--- src/rtl/audio_serial_tx.sv ---
`default_nettype none
// ============================================================================
// Module   : audio_serial_tx
// Brief    : Bus-written sample FIFO drained one sample per request edge onto
//            a framed MSB-first serial link (sclk/sdata/sfs).
// Revision : 1.0  initial release
// ============================================================================
module audio_serial_tx #(
   parameter int DEPTH    = 16,
   parameter int SAMPLE_W = 16,
   parameter int CLK_DIV  = 2
) (
   input  logic        clk,
   input  logic        reset,
   input  logic        we,
   input  logic [31:0] addr,
   input  logic [31:0] wd,
   output logic [31:0] rd,
   input  logic        request,
   output logic        sclk,
   output logic        sdata,
   output logic        sfs,
   output logic        busy
);

   localparam int c_AW   = $clog2(DEPTH);
   localparam int c_CW   = c_AW + 1;
   localparam int c_DIVW = (CLK_DIV > 1) ? $clog2(CLK_DIV) : 1;
   localparam int c_BW   = (SAMPLE_W > 1) ? $clog2(SAMPLE_W) : 1;

   typedef enum logic [0:0] {
      IDLE  = 1'b0,
      SHIFT = 1'b1
   } state_t;

   logic [SAMPLE_W-1:0] r_mem [DEPTH];
   logic [c_AW-1:0]     r_wr_ptr, r_rd_ptr;
   logic [c_CW-1:0]     r_count;
   logic                r_enable, r_overflow, r_underrun;
   logic                r_s1, r_s2, r_s3;
   state_t              r_state, w_state_nx;
   logic [SAMPLE_W-1:0] r_shreg, w_shreg_nx;
   logic [c_DIVW-1:0]   r_div_cnt, w_div_nx;
   logic [c_BW-1:0]     r_bit_cnt, w_bit_nx;
   logic                r_sclk, r_sdata, r_sfs, r_busy;
   logic                w_sclk_nx, w_sdata_nx, w_sfs_nx, w_busy_nx;
   logic [31:0]         r_rd, w_rd_nx;

   logic [1:0]          w_sel;
   logic                w_push, w_stat_wr, w_ctrl_wr;
   logic                w_empty, w_full, w_edge;
   logic                w_pop, w_urun_set, w_push_ok, w_ovf_set;
   logic [SAMPLE_W-1:0] w_head;
   logic                w_unused;

   assign w_sel      = addr[3:2];
   assign w_push     = we && (w_sel == 2'd0);
   assign w_stat_wr  = we && (w_sel == 2'd1);
   assign w_ctrl_wr  = we && (w_sel == 2'd2);
   assign w_empty    = (r_count == '0);
   assign w_full     = (r_count == c_CW'(DEPTH));
   assign w_edge     = r_s2 & ~r_s3;
   assign w_head     = r_mem[r_rd_ptr];
   // A pop in the same cycle frees the slot, so a push into a full FIFO still lands.
   assign w_push_ok  = w_push && (!w_full || w_pop);
   assign w_ovf_set  = w_push && w_full && !w_pop;
   assign w_unused   = ^{addr[31:4], addr[1:0], wd};

   assign rd    = r_rd;
   assign sclk  = r_sclk;
   assign sdata = r_sdata;
   assign sfs   = r_sfs;
   assign busy  = r_busy;

   always_ff @(posedge clk) begin
      if (w_push_ok) begin
         r_mem[r_wr_ptr] <= wd[SAMPLE_W-1:0];
      end
   end

   always_ff @(posedge clk or negedge reset) begin
      if (!reset) begin
         r_wr_ptr   <= '0;
         r_rd_ptr   <= '0;
         r_count    <= '0;
         r_enable   <= 1'b0;
         r_overflow <= 1'b0;
         r_underrun <= 1'b0;
         r_s1       <= 1'b0;
         r_s2       <= 1'b0;
         r_s3       <= 1'b0;
         r_rd       <= '0;
      end else begin
         r_s1 <= request;
         r_s2 <= r_s1;
         r_s3 <= r_s2;
         r_rd <= w_rd_nx;
         if (w_push_ok) r_wr_ptr <= r_wr_ptr + c_AW'(1);
         if (w_pop)     r_rd_ptr <= r_rd_ptr + c_AW'(1);
         case ({w_push_ok, w_pop})
            2'b10:   r_count <= r_count + c_CW'(1);
            2'b01:   r_count <= r_count - c_CW'(1);
            default: r_count <= r_count;
         endcase
         if (w_ctrl_wr) r_enable <= wd[0];
         // Set takes priority over a simultaneous software clear.
         if (w_ovf_set)                r_overflow <= 1'b1;
         else if (w_stat_wr && wd[2])  r_overflow <= 1'b0;
         if (w_urun_set)               r_underrun <= 1'b1;
         else if (w_stat_wr && wd[3])  r_underrun <= 1'b0;
      end
   end

   always_comb begin
      w_rd_nx = '0;
      case (w_sel)
         2'd0:    if (!w_empty) w_rd_nx = 32'(w_head);
         2'd1:    w_rd_nx = {16'd0, 8'(r_count), 3'd0, r_busy, r_underrun,
                             r_overflow, w_full, w_empty};
         2'd2:    w_rd_nx = {31'd0, r_enable};
         default: w_rd_nx = '0;
      endcase
   end

   always_ff @(posedge clk or negedge reset) begin
      if (!reset) begin
         r_state   <= IDLE;
         r_shreg   <= '0;
         r_div_cnt <= '0;
         r_bit_cnt <= '0;
         r_sclk    <= 1'b0;
         r_sdata   <= 1'b0;
         r_sfs     <= 1'b0;
         r_busy    <= 1'b0;
      end else begin
         r_state   <= w_state_nx;
         r_shreg   <= w_shreg_nx;
         r_div_cnt <= w_div_nx;
         r_bit_cnt <= w_bit_nx;
         r_sclk    <= w_sclk_nx;
         r_sdata   <= w_sdata_nx;
         r_sfs     <= w_sfs_nx;
         r_busy    <= w_busy_nx;
      end
   end

   always_comb begin
      w_state_nx = r_state;
      w_shreg_nx = r_shreg;
      w_div_nx   = r_div_cnt;
      w_bit_nx   = r_bit_cnt;
      w_sclk_nx  = r_sclk;
      w_sdata_nx = r_sdata;
      w_sfs_nx   = r_sfs;
      w_busy_nx  = r_busy;
      w_pop      = 1'b0;
      w_urun_set = 1'b0;
      case (r_state)
         IDLE: begin
            if (w_edge && r_enable) begin
               w_pop      = !w_empty;
               w_urun_set = w_empty;
               w_shreg_nx = w_empty ? '0 : w_head;
               w_state_nx = SHIFT;
               w_div_nx   = '0;
               w_bit_nx   = '0;
               w_sclk_nx  = 1'b0;
               w_sdata_nx = w_shreg_nx[SAMPLE_W-1];
               w_sfs_nx   = 1'b1;
               w_busy_nx  = 1'b1;
            end
         end
         SHIFT: begin
            if (r_div_cnt == c_DIVW'(CLK_DIV - 1)) begin
               w_div_nx = '0;
               if (!r_sclk) begin
                  w_sclk_nx = 1'b1;
               end else if (r_bit_cnt == c_BW'(SAMPLE_W - 1)) begin
                  w_state_nx = IDLE;
                  w_sclk_nx  = 1'b0;
                  w_sdata_nx = 1'b0;
                  w_sfs_nx   = 1'b0;
                  w_busy_nx  = 1'b0;
               end else begin
                  // Falling sclk: advance to the next bit.
                  w_bit_nx   = r_bit_cnt + c_BW'(1);
                  w_sclk_nx  = 1'b0;
                  w_shreg_nx = r_shreg << 1;
                  w_sdata_nx = r_shreg[SAMPLE_W-2];
                  w_sfs_nx   = 1'b0;
               end
            end else begin
               w_div_nx = r_div_cnt + c_DIVW'(1);
            end
         end
         default: w_state_nx = IDLE;
      endcase
   end

endmodule
`default_nettype wire

--- config.mk ---
export PLATFORM = sky130hd
export DESIGN_NAME = audio_serial_tx
export DESIGN_NICKNAME = d
export VERILOG_FILES = /design/src/rtl/audio_serial_tx.sv
export SDC_FILE = /design/constraint.sdc
export NUM_CORES = 1
export LEC_CHECK = 0
export CORE_MARGIN = 10
export CORE_UTILIZATION = 60
export CTS_BUF_LIST = sky130_fd_sc_hd__clkbuf_8
export CTS_CLUSTER_SIZE = 40
export DETAILED_ROUTE_END_ITERATION = 8
export GPL_TIMING_DRIVEN = 0
export PLACE_DENSITY = 0.9
export SETUP_SLACK_MARGIN = 0.15
export SLEW_MARGIN = 10
export SYNTH_ARGS = -nofsm -noshare
export SYNTH_HDL_FRONTEND = slang
export SYNTH_SLANG_ARGS = --single-unit
--- constraint.sdc ---
create_clock -name clk -period 4.5 [get_ports clk]
set_clock_uncertainty 0.1 [all_clocks]
set_input_delay 0.9 -clock clk [delete_from_list [all_inputs] [get_ports clk]]
set_output_delay 0.9 -clock clk [all_outputs]
set_load 0.03 [all_outputs]
==> run summary <==
The global-route total usage across every layer came out at 0.215. The row count came out at 52. Static timing analysis puts the maximum clock frequency at 254 MHz. The overall power of the completed layout came out at 7.88 mW. The clock period minus worst slack is 3.93 ns.

In the layout the commonest cells are edfxtp_1 (256), mux4_2 (64), dfrtp_1 (60). The wire-length estimate of the detail-placed layout is 18,900 um. The worst path meets setup with 0.566 ns of slack. The data required time of the worst path came out at 4.65 ns. The number of global-route vias before repair came out at 7,442. The clock passes through at most 3 buffers. Counting flops and latches in the post-synthesis netlist gives 316. The total count of hold-check failures in the final report came out at 0. The width of the die came out at 165 um. The share of synthesized area in the top cell type comes to 0.612. The die boundary height is 165 um. The library cell used as clock root buffer is clkbuf_8. The tree built by TritonCTS fans out to 316 sinks. The total wirelength of the detailed-routed design is 28,700 um. The region available for standard cell placement spans 20,400 sq um. The worst setup path is launched from an input pin. The initial antenna violation count is 0. The tightest slew margin relative to the limit came out at 0.337. The routed layout has 7,133 vias. The wire length per cell is 25.8 um. The number of instances in the synthesized netlist came out at 684. The number of nets in the final layout came out at 883.

The number of gates resized after CTS came out at 0. The count of warnings emitted by yosys is 0. Counting the fill cells in the layout gives 1,167. The post-synthesis instance area came out at 12,600 sq um.

For the worst-skew pair, the clock arrives at the later sink with an insertion delay of 0.59 ns. The top-level port count is 104. Relative to the synthesized area, the layout overhead comes to 15.9%.

In this run the power density over the cells is 542 nW/um^2. The mean cell area of the mapped netlist is 18.4 sq um. The number of remaining DRC errors is 0. The number of buffers created by CTS came out at 47.

The post-synthesis cell type count is 55. The floorplan step defined a die boundary enclosing 27,100 sq um. The count of nets left with antenna violations once routing finished came out at 0. For this run, the register share of the synthesized area comes to 0.731. The leakage power is 5.07 nW. The final period utilization is 0.874. The number of DRC markers in iteration 0 came out at 915. The first global-routing pass estimated 43,500 um of wire. The largest fanout of any net on the critical path is 9. The worst-case IR drop observed on VDD is 0.288 mV. The post-synthesis async set-or-reset flop share came out at 0.190. The multi-input gate area in the final layout is 3140 sq um. The maximum number of pins on one net before global-route repair came out at 32. The sequential cell area in the final layout came out at 9190 sq um. The setup violation total in the final timing report came out at 0. The max-slew violation total from the final report came out at 0.

The leftover overflow at the end of global routing came out at 0. The worst setup path is captured at a flop. The TritonCTS clock tree is yes. The flow ran to the end, and the final reports show no timing, DRC or antenna violations. In the final layout, the share of cells above drive strength 1 is 0.238. The clock tree synthesis step divided the H-tree into 2 levels. By startpoint and endpoint, the worst setup path is classified as in2reg. The starting density of the core is 0.615. The synthesized design contains 256 enable-type register cells.

Setup repair after global routing left no endpoint under its margin. The clock-pin slew reported for the worst setup and hold paths after clock tree synthesis is 0.07 ns. The number of diodes came out at 0. Before antenna repair, the detailed router went through 5 iterations. The data arrival time of the critical path is 4.09 ns. The quantity of I/O buffers inserted on ports is 41. In this run, post-CTS hold repair placed 0 buffers. Prior to clock tree synthesis, the placed netlist has a worst setup slack of 0.0913 ns. Sorting the synthesized cells by area gives the leading types as edfxtp_1 (61%), dfrtp_1 (12%), mux4_2 (11%). The library cell occupying the most area in the post-synthesis netlist is edfxtp_1. Using the TritonRoute via totals, the vias-per-cell ratio works out to 6.40. Leaving out fill and tap cells, the most frequent cell in the layout is edfxtp_1. The final weighted congestion in routability-driven placement came out at 0.887. The most used flip-flop cell after synthesis is edfxtp_1. For the pin with the worst max-slew slack, the measured transition is 0.990 ns.

After clock tree synthesis, the setup repair step added 0 buffers. Max-cap violations in this run came to 0. The cell area after placement came out at 13,700 sq um.

The post-layout instance area came out at 14,600 sq um. The worst hold path belongs to the class in2async.
layer usage:
metal / wire length [um] / GRT usage / share of wire
met5: 0 / 0 / 0
met4: 1090 / 0.0994 / 0.038
met3: 3350 / 0.0590 / 0.12
met2: 14100 / 0.347 / 0.49
met1: 10200 / 0.267 / 0.35
sequential cells by signal (all words and copies together) (netlist names):
register    flops
r_count         5
r_s3            1
r_wr_ptr        4
r_div_cnt       1
r_underrun      1
r_s2            1
sdata           1
r_mem         256
r_s1            1
r_state         1
r_bit_cnt       4
busy            1
r_enable        1
r_rd_ptr        4
sfs             1
r_overflow      1
rd             16
r_shreg        15
sclk            1
path summary, 6_finish.rpt:
| path | from | to | slack (ns) | cells past startpoint |
|---|---|---|---|---|
| min in group clk | r_s1 | r_s2 | 0.30 | 0 |
| setup reg to reg | r_state | r_mem[0][10] | 0.94 | 6 |
| hold reg to reg | r_s1 | r_s2 | 0.30 | 0 |
| hold / removal | reset | r_wr_ptr[1] | 0.28 | 1 |
| max in group asynchronous | reset | r_count[0] | 3.40 | 2 |
| setup / recovery | addr[3] | r_mem[0][10] | 0.57 | 7 |
cells by family after synthesis:
kind of cell    synth area share
xor+xnor                 0.00976
mux                        0.120
flops                      0.731
other cells             0.000299
buf+inv                   0.0272
compound gates            0.0602
simple gates              0.0432
fa+ha+maj                0.00797
report_power, final:
group	internal, mW	switching, mW	total, mW
Sequential	3.41	0.144	3.55
Clock	1.17	1.08	2.25
Combinational	0.911	1.18	2.09
Total	5.49	2.40	7.88
critical path, stage by stage:
cell,delay (ns)
clkdlybuf4s50_1,0.54
or3b_2,0.50
clkbuf_1,0.24
a31oi_2,0.45
nand2_1,0.28
nor3_2,0.81
buf_4,0.36
Yosys cell counts, drive strengths merged, types with 2 or more instances:
cell and n:
mux2i 2, nand3 8, inv 7, buf 33
o21a 8, o21ai 7, o22ai 2, xnor2 10
nor3 8, xor2 4, o311ai 7, a221oi 2
or3 2, mux4 64, nor2 42, mux2 4
nor2b 4, nand3b 2, a21oi 12, a22o 24
edfxtp 256, ha 8, nand4 2, a31oi 3
nand2 35, clkbuf 22, a22oi 24, nand2b 3
and2 2, dfrtp 60
through the flow:
| step | utilization | TNS [ns] | hold slack (ns) | instances |
|---|---|---|---|---|
| floorplan | - | 0 | 0.231 | 699 |
| global placement | 0.654 | -72.20 | 0.247 | 1010 |
| detailed placement | 0.669 | 0 | 0.259 | 1028 |
| CTS | 0.713 | 0 | 0.265 | 1114 |
| global route | 0.713 | 0 | 0.304 | 1114 |
| finish | 0.713 | 0 | 0.276 | 1114 |
area by class of cell:
cell class,instances,share of cell area
buffer,55,0.0217
clock buffer,48,0.0454
clock inverter,38,0.0162
inverter,7,0.00180
multi-input combinational,321,0.216
sequential,316,0.631
tap,270,0.0232
timing repair buffer,59,0.0450
Power figures use the tool's default switching activity.
